<file path="src/rtl/fsm_start_pkg.sv">
// Shared types and sizing helpers for the fsm_1 start/supervision stage.
package fsm_start_pkg;

   typedef enum logic [1:0] {
      IDLE     = 2'd0,
      DB_PRESS = 2'd1,
      PRESSED  = 2'd2,
      DB_REL   = 2'd3
   } db_state_t;

   localparam int ERR_CNT_W = 8;

   // Counter width for a count range of n; never below one bit.
   function automatic int cnt_w(input int n);
      return (n <= 2) ? 1 : $clog2(n);
   endfunction

endpackage

</file>
<file path="src/rtl/key_debounce.sv">
// Push-button synchronizer and debounce FSM; emits one key_evt per debounced press.
module key_debounce
   import fsm_start_pkg::*;
#(
   parameter int CNT_DB = 1_000_000
) (
   input  logic i_sclk,
   input  logic i_rst,
   input  logic i_key_in,
   output logic o_key_evt
);

   localparam int              DBW      = cnt_w(CNT_DB);
   localparam logic [DBW-1:0]  CNT_LAST = DBW'(CNT_DB - 1);

   logic           r_sync1;
   logic           r_key_s;
   logic           r_armed;
   logic           w_armed_nxt;
   db_state_t      r_state;
   db_state_t      w_state_nxt;
   logic [DBW-1:0] r_cnt;
   logic [DBW-1:0] w_cnt_nxt;
   logic           w_cnt_last;

   assign w_cnt_last = (r_cnt == CNT_LAST);

   always_ff @(posedge i_sclk) begin
      if (i_rst) begin
         r_sync1 <= 1'b1;
         r_key_s <= 1'b1;
      end else begin
         r_sync1 <= i_key_in;
         r_key_s <= r_sync1;
      end
   end

   always_ff @(posedge i_sclk) begin
      if (i_rst) begin
         r_state <= IDLE;
         r_cnt   <= '0;
         r_armed <= 1'b0;
      end else begin
         r_state <= w_state_nxt;
         r_cnt   <= w_cnt_nxt;
         r_armed <= w_armed_nxt;
      end
   end

   // After reset the key must first be seen released (both sync flops high) for
   // CNT_DB cycles, so a key held through reset never fires.
   always_comb begin
      w_state_nxt = r_state;
      w_cnt_nxt   = r_cnt;
      w_armed_nxt = r_armed;
      case (r_state)
         IDLE: begin
            if (!r_armed) begin
               if (r_key_s && r_sync1) begin
                  if (w_cnt_last) w_armed_nxt = 1'b1;
                  else            w_cnt_nxt   = r_cnt + DBW'(1);
               end else begin
                  w_cnt_nxt = '0;
               end
            end else if (!r_key_s) begin
               w_state_nxt = DB_PRESS;
               w_cnt_nxt   = '0;
            end
         end
         DB_PRESS: begin
            if (r_key_s)         w_state_nxt = IDLE;
            else if (w_cnt_last) w_state_nxt = PRESSED;
            else                 w_cnt_nxt   = r_cnt + DBW'(1);
         end
         PRESSED: begin
            if (r_key_s) begin
               w_state_nxt = DB_REL;
               w_cnt_nxt   = '0;
            end
         end
         DB_REL: begin
            if (!r_key_s)        w_state_nxt = PRESSED;
            else if (w_cnt_last) w_state_nxt = IDLE;
            else                 w_cnt_nxt   = r_cnt + DBW'(1);
         end
         default: w_state_nxt = IDLE;
      endcase
   end

   always_comb begin
      o_key_evt = (r_state == DB_PRESS) && !r_key_s && w_cnt_last;
   end

endmodule

</file>
<file path="src/rtl/fsm_start_ctrl.sv">
// Start-pulse generator for fsm_1: key/auto trigger arbitration, lockout and error latching.
module fsm_start_ctrl
   import fsm_start_pkg::*;
#(
   parameter int CNT_DB      = 1_000_000,
   parameter int AUTO_PERIOD = 50_000_000,
   parameter int LOCKOUT     = 1024
) (
   input  logic                 sclk,
   input  logic                 rst,
   input  logic                 key_in,
   input  logic                 auto_en,
   input  logic                 error_flag,
   output logic                 write_start,
   output logic                 busy,
   output logic                 err_led,
   output logic [ERR_CNT_W-1:0] err_cnt
);

   localparam int             PW        = cnt_w(AUTO_PERIOD);
   localparam int             LW        = cnt_w(LOCKOUT);
   localparam logic [PW-1:0]  PER_LAST  = PW'(AUTO_PERIOD - 1);
   localparam logic [LW-1:0]  LOCK_LOAD = LW'(LOCKOUT - 1);

   logic                 w_key_evt;
   logic                 w_auto_run;
   logic                 w_auto_evt;
   logic                 w_trig;
   logic                 w_err_rise;
   logic [PW-1:0]        r_per_cnt;
   logic [LW-1:0]        r_lock;
   logic                 r_write_start;
   logic                 r_err_q;
   logic                 r_err_led;
   logic [ERR_CNT_W-1:0] r_err_cnt;

   key_debounce #(.CNT_DB(CNT_DB)) u_key_debounce (
      .i_sclk    (sclk),
      .i_rst     (rst),
      .i_key_in  (key_in),
      .o_key_evt (w_key_evt)
   );

   assign w_auto_run = auto_en & ~r_err_led;
   assign w_auto_evt = w_auto_run & (r_per_cnt == PER_LAST);
   assign w_trig     = (w_key_evt | w_auto_evt) & ~busy;
   assign w_err_rise = error_flag & ~r_err_q;

   // Cleared on every accepted trigger so a key press re-phases the timer.
   always_ff @(posedge sclk) begin
      if (rst)                                    r_per_cnt <= '0;
      else if (!w_auto_run || w_trig || w_auto_evt) r_per_cnt <= '0;
      else                                        r_per_cnt <= r_per_cnt + PW'(1);
   end

   always_ff @(posedge sclk) begin
      if (rst) begin
         r_lock        <= '0;
         r_write_start <= 1'b0;
      end else begin
         r_write_start <= w_trig;
         if (w_trig)            r_lock <= LOCK_LOAD;
         else if (r_lock != '0) r_lock <= r_lock - LW'(1);
      end
   end

   always_ff @(posedge sclk) begin
      if (rst) begin
         r_err_q   <= 1'b0;
         r_err_led <= 1'b0;
         r_err_cnt <= '0;
      end else begin
         r_err_q <= error_flag;
         if (w_err_rise) begin
            r_err_led <= 1'b1;
            if (r_err_cnt != '1) r_err_cnt <= r_err_cnt + ERR_CNT_W'(1);
         end
      end
   end

   assign busy        = (r_lock != '0);
   assign write_start = r_write_start;
   assign err_led     = r_err_led;
   assign err_cnt     = r_err_cnt;

endmodule
</file>
<file path="config.mk">
export PLATFORM = sky130hd
export DESIGN_NAME = fsm_start_ctrl
export DESIGN_NICKNAME = d
export VERILOG_FILES = /design/src/rtl/fsm_start_pkg.sv /design/src/rtl/key_debounce.sv /design/src/rtl/fsm_start_ctrl.sv
export SDC_FILE = /design/constraint.sdc
export NUM_CORES = 1
export LEC_CHECK = 0
export CAP_MARGIN = 10
export CORE_UTILIZATION = 31
export DETAILED_ROUTE_END_ITERATION = 10
export MAX_ROUTING_LAYER = met4
export PLACE_DENSITY = 0.46
export SLEW_MARGIN = 40
export SYNTH_ARGS = -nofsm -noshare
export SYNTH_HDL_FRONTEND = slang
export SYNTH_SLANG_ARGS = --single-unit
</file>
<file path="constraint.sdc">
create_clock -name sclk -period 2.23 [get_ports sclk]
set_input_delay 0.446 -clock sclk [delete_from_list [all_inputs] [get_ports sclk]]
set_output_delay 0.446 -clock sclk [all_outputs]
set_load 0.01 [all_outputs]
</file>
==> flow_metrics.py <==
metrics = {
    "run_status": {
        "outcome": "completed",
    },
    "placement": {
        "place_congestion": 0.7639,
        "dpl_worst_slack_ps": -37.61,
        "placement.cell_area_um2": 3824,
        "dp_cells": 548,
        "dp_hpwl_um": 5108,
        "placement.io_buffers": 15,
    },
    "die": {
        "die_area_um2": 11460,
        "dieHeight_um": 107.0,
        "die_w_um": 107.0,
        "ios": 16,
        "core.rowCount": 37,
        "core-area_um2": 10510,
        "effective_utilization_at_floorplan_pct": 32.55,
    },
    "clocking": {
        "h_tree_level_count": 3,
        "latest_clock_arrival_within_the_worst_skew_pair_ps": 360,
        "tritoncts.num_buffers": 9,
        "cts.clk_slew.worst_paths_ps": 80,
        "cts_tree": "built",
        "clk_path_buf_depth": 2,
        "cts_root_buf": "clkbuf_8",
        "tritoncts_num_sinks": 72,
    },
    "critical_path": {
        "crit_path_cell_trace": "inv_1 -> ha_2 -> nand2b_1 -> or3_4 -> nor2_4 -> inv_1 -> buf_2",
        "launching_element_type_of_the_critical_path": "register",
        "reg2reg_from": "u_key_debounce.r_cnt[9]$_SDFFE_PP0P_",
        "critPathLaunch": "r_lock[0]$_SDFFE_PP0P_",
        "critical_path.endpoint": "busy",
        "critPathArrivalTime_ps": 1690,
        "criticalPathCategory": "reg2out",
        "critical_path_end_type": "output pin",
        "r2r_slack_ps": 280,
        "cp_data_required_time_ps": 1780,
        "worst_r2r_end": "r_per_cnt[5]$_SDFF_PP0_",
        "r2r.worst_path.cells": 6,
        "worst-path-max-fanout": 2,
        "cell_with_the_most_instances_on_the_worst_path": "inv_1",
        "cpPeakStageDelay_ps": 390,
        "timing.critical_path.slowest_stage_cell": "or3_4",
    },
    "synthesis": {
        "synthesis.area_um2": 3421,
        "synth_sequential_area_ratio_pct": 42.14,
        "average_cell_area_after_synthesis_um2": 8.794,
        "yosysWarningCount": 0,
        "synth_async_sr_flop_share_pct": 0,
        "post-synth-top-area-cell": "dfxtp_1",
        "synth_enable_flop_cells": 0,
        "synth_ff_type": "dfxtp_1",
        "postSynthRegisterBits": 72,
        "synth_cells": 389,
        "synth_nets": 399,
        "synth_top_area_share_pct": 42.14,
        "unique_masters_post_synth": 57,
        "synthTopCellsByArea": "dfxtp_1, xor2_1, nor2_1, nand3_1, nand4_1",
    },
    "sta": {
        "fin_skew_ps": 10.77,
        "setup_violations": 0,
        "setup_ws_ps": 95.82,
        "maxSlewViolCount": 0,
        "grt_setup_unrepaired": "no",
        "max_freq_ghz": 0.4686,
        "share_of_the_cycle_needed_by_the_critical_path_after_routing_pct": 95.70,
        "finalHoldWorstSlack_ps": 478.8,
        "slew_headroom_pct": 63.42,
        "fin_crit_period_ps": 2134,
        "tightestPinTransition_ps": 534.8,
        "hold_viol_final": 0,
    },
    "routing": {
        "wirelength_um": 7271,
        "highest_layer": "met4",
        "postRouteAntennaNets": 0,
        "wl_per_cell_um": 12.82,
        "met2_wirelength_um": 3205,
        "avgViaCountPerCell": 5.011,
        "drt_first_iter_violations": 151,
        "dr_total_vias": 2841,
        "routed-wl-met3_um": 224,
        "post-route-drc-count": 0,
        "dr.pass1.iters": 6,
        "met1Wirelength_um": 3726,
    },
    "hold_path": {
        "path_category_of_the_worst_min_delay_check": "reg2reg",
    },
    "power_and_ir_drop": {
        "power.density_cell_area_nw_per_um2": 810.7,
        "cellLeakagePower_nw": 1.433,
        "p_total_mw": 3.277,
        "worst_ir_drop_vdd_mv": 0.4446,
    },
    "job": {
        "max-cap-violations": 0,
    },
    "finish": {
        "final_nets": 436,
        "insertedDiodeCount": 0,
        "drive_above_1_share_pct": 11.83,
        "flow.area_growth_from_synthesis_pct": 18.18,
        "final_cell_count_no_fill": 567,
        "final_design_area_no_fill_um2": 4043,
    },
    "global_route": {
        "grt_max_degree": 27,
        "first_global_vias": 2652,
        "globalRouteOverflowTotal": 0,
        "number_of_antenna_violations_at_the_first_check_in_global_routing": 0,
        "grt.total_usage_pct": 14.32,
        "grt_first_pass_wirelength_um": 12570,
    },
}
-- repair_timing --
| item | in CTS | in global routing |
|---|---|---|
| endpoints found under the hold margin | 0 | 0 |
| hold buffers | 0 | 0 |
| buffers inserted | 3 | 0 |
| gates resized for setup | 5 | 0 |
| endpoints found under the setup margin | 1 | 0 |
-- metrics by stage --
step           TNS (ps)  utilization (%)
6_report              0            38.47
4_1_cts               0            38.47
5_1_grt               0            38.47
3_3_place_gp     -16.18            36.39
2_1_floorplan         0                -
3_5_place_dp     -183.5            36.39
-- final cells by class --
class	instances	area, um2
Clock inverter	3	40.04
Clock buffer	13	158.9
Sequential cell	72	1441
Inverter	10	37.54
Timing Repair Buffer	38	330.3
Tap cell	136	170.2
Fill cell	1082	6466
Multi-Input combinational cell	295	1864
-- synthesized netlist by cell type (4+ instances only) --
cell,count
o211ai_1,4
and3_1,8
clkbuf_1,5
a21oi_1,13
and4_1,6
nand2_1,22
inv_1,10
nand4_1,16
nor2_1,60
xor2_1,32
or3_1,8
o21ai_0,9
nand3_1,23
ha_1,5
nor3_1,14
xnor2_1,9
dfxtp_1,72
nor4b_1,5
buf_2,4
-- flip-flops by register name (all words and copies together), names as in the netlist, 8 cells and up, named ones only --
name and flops:
r_per_cnt 26, r_lock 10, err_cnt 8, u_key_debounce.r_cnt 20
-- report_power, final --
part / switching [mW] / internal, mW
sequential: 0.0588 / 1.36
combinational: 0.394 / 0.396
clock: 0.494 / 0.576
total: 0.946 / 2.33
-- placed cells by master, fill, tap and decap left out, drive strengths merged, types with 2 or more instances in the layout --
cell type,synthesis,routed
nor4,6,6
and3,8,8
xnor2,9,9
nor3,14,14
or2,5,5
a21oi,14,14
buf,7,24
nor4b,5,5
or3,10,10
nor3b,3,3
and4,6,6
a2111oi,3,3
o31ai,2,2
a211oi,3,3
ha,5,5
o21ai,10,10
xor2,32,32
clkinv,0,2
clkbuf,5,13
nand2b,2,2
nand4,16,16
dfxtp,72,72
and2b,2,2
and2,3,3
clkdlybuf4s50,0,14
inv,10,10
nand2,22,22
o21a,2,2
nor2,62,62
nor2b,3,3
or4,2,2
nand3,24,24
a31oi,3,3
o211ai,4,4
-- critical path: cells and delay by family (launching register included) --
family                     cells  cell delay (ps)
buffers and inverters          3              260
adders and majority gates      1              190
and+or+nand+nor                3              560
DFF                            1              320
-- worst min path at each step --
stage,to,cells after the start,start
after floorplan,u_key_debounce.r_cnt[19]$_SDFFE_PP0P_,1,u_key_debounce.r_cnt[19]$_SDFFE_PP0P_
after CTS,u_key_debounce.r_cnt[19]$_SDFFE_PP0P_,1,u_key_debounce.r_cnt[19]$_SDFFE_PP0P_
final,r_per_cnt[0]$_SDFF_PP0_,1,r_per_cnt[0]$_SDFF_PP0_
after detailed placement,r_per_cnt[0]$_SDFF_PP0_,1,r_per_cnt[0]$_SDFF_PP0_
after global placement,r_per_cnt[0]$_SDFF_PP0_,1,r_per_cnt[0]$_SDFF_PP0_
after global routing,r_per_cnt[0]$_SDFF_PP0_,1,r_per_cnt[0]$_SDFF_PP0_
-- per-layer routing --
metal | GRT usage, % | vias up
li1 | - | 1459
met5 | - | -
met3 | 4.012 | 10
met1 | 18.12 | 1337
met4 | 5.284 | 0
met2 | 21.71 | 35
-- cell families after synthesis --
kind of cell             after synthesis  share of synthesized area [%]
AND/OR/NAND/NOR                      198                          31.89
flip-flops                            72                          42.14
AO/OA/AOI/OAI                         50                          9.912
XOR/XNOR                              41                          10.50
buffers and inverters                 22                          3.438
adder cells (fa/ha/maj)                5                          1.829
multiplexers                           1                         0.2926
Note: power is estimated with default switching activity, not from simulation.
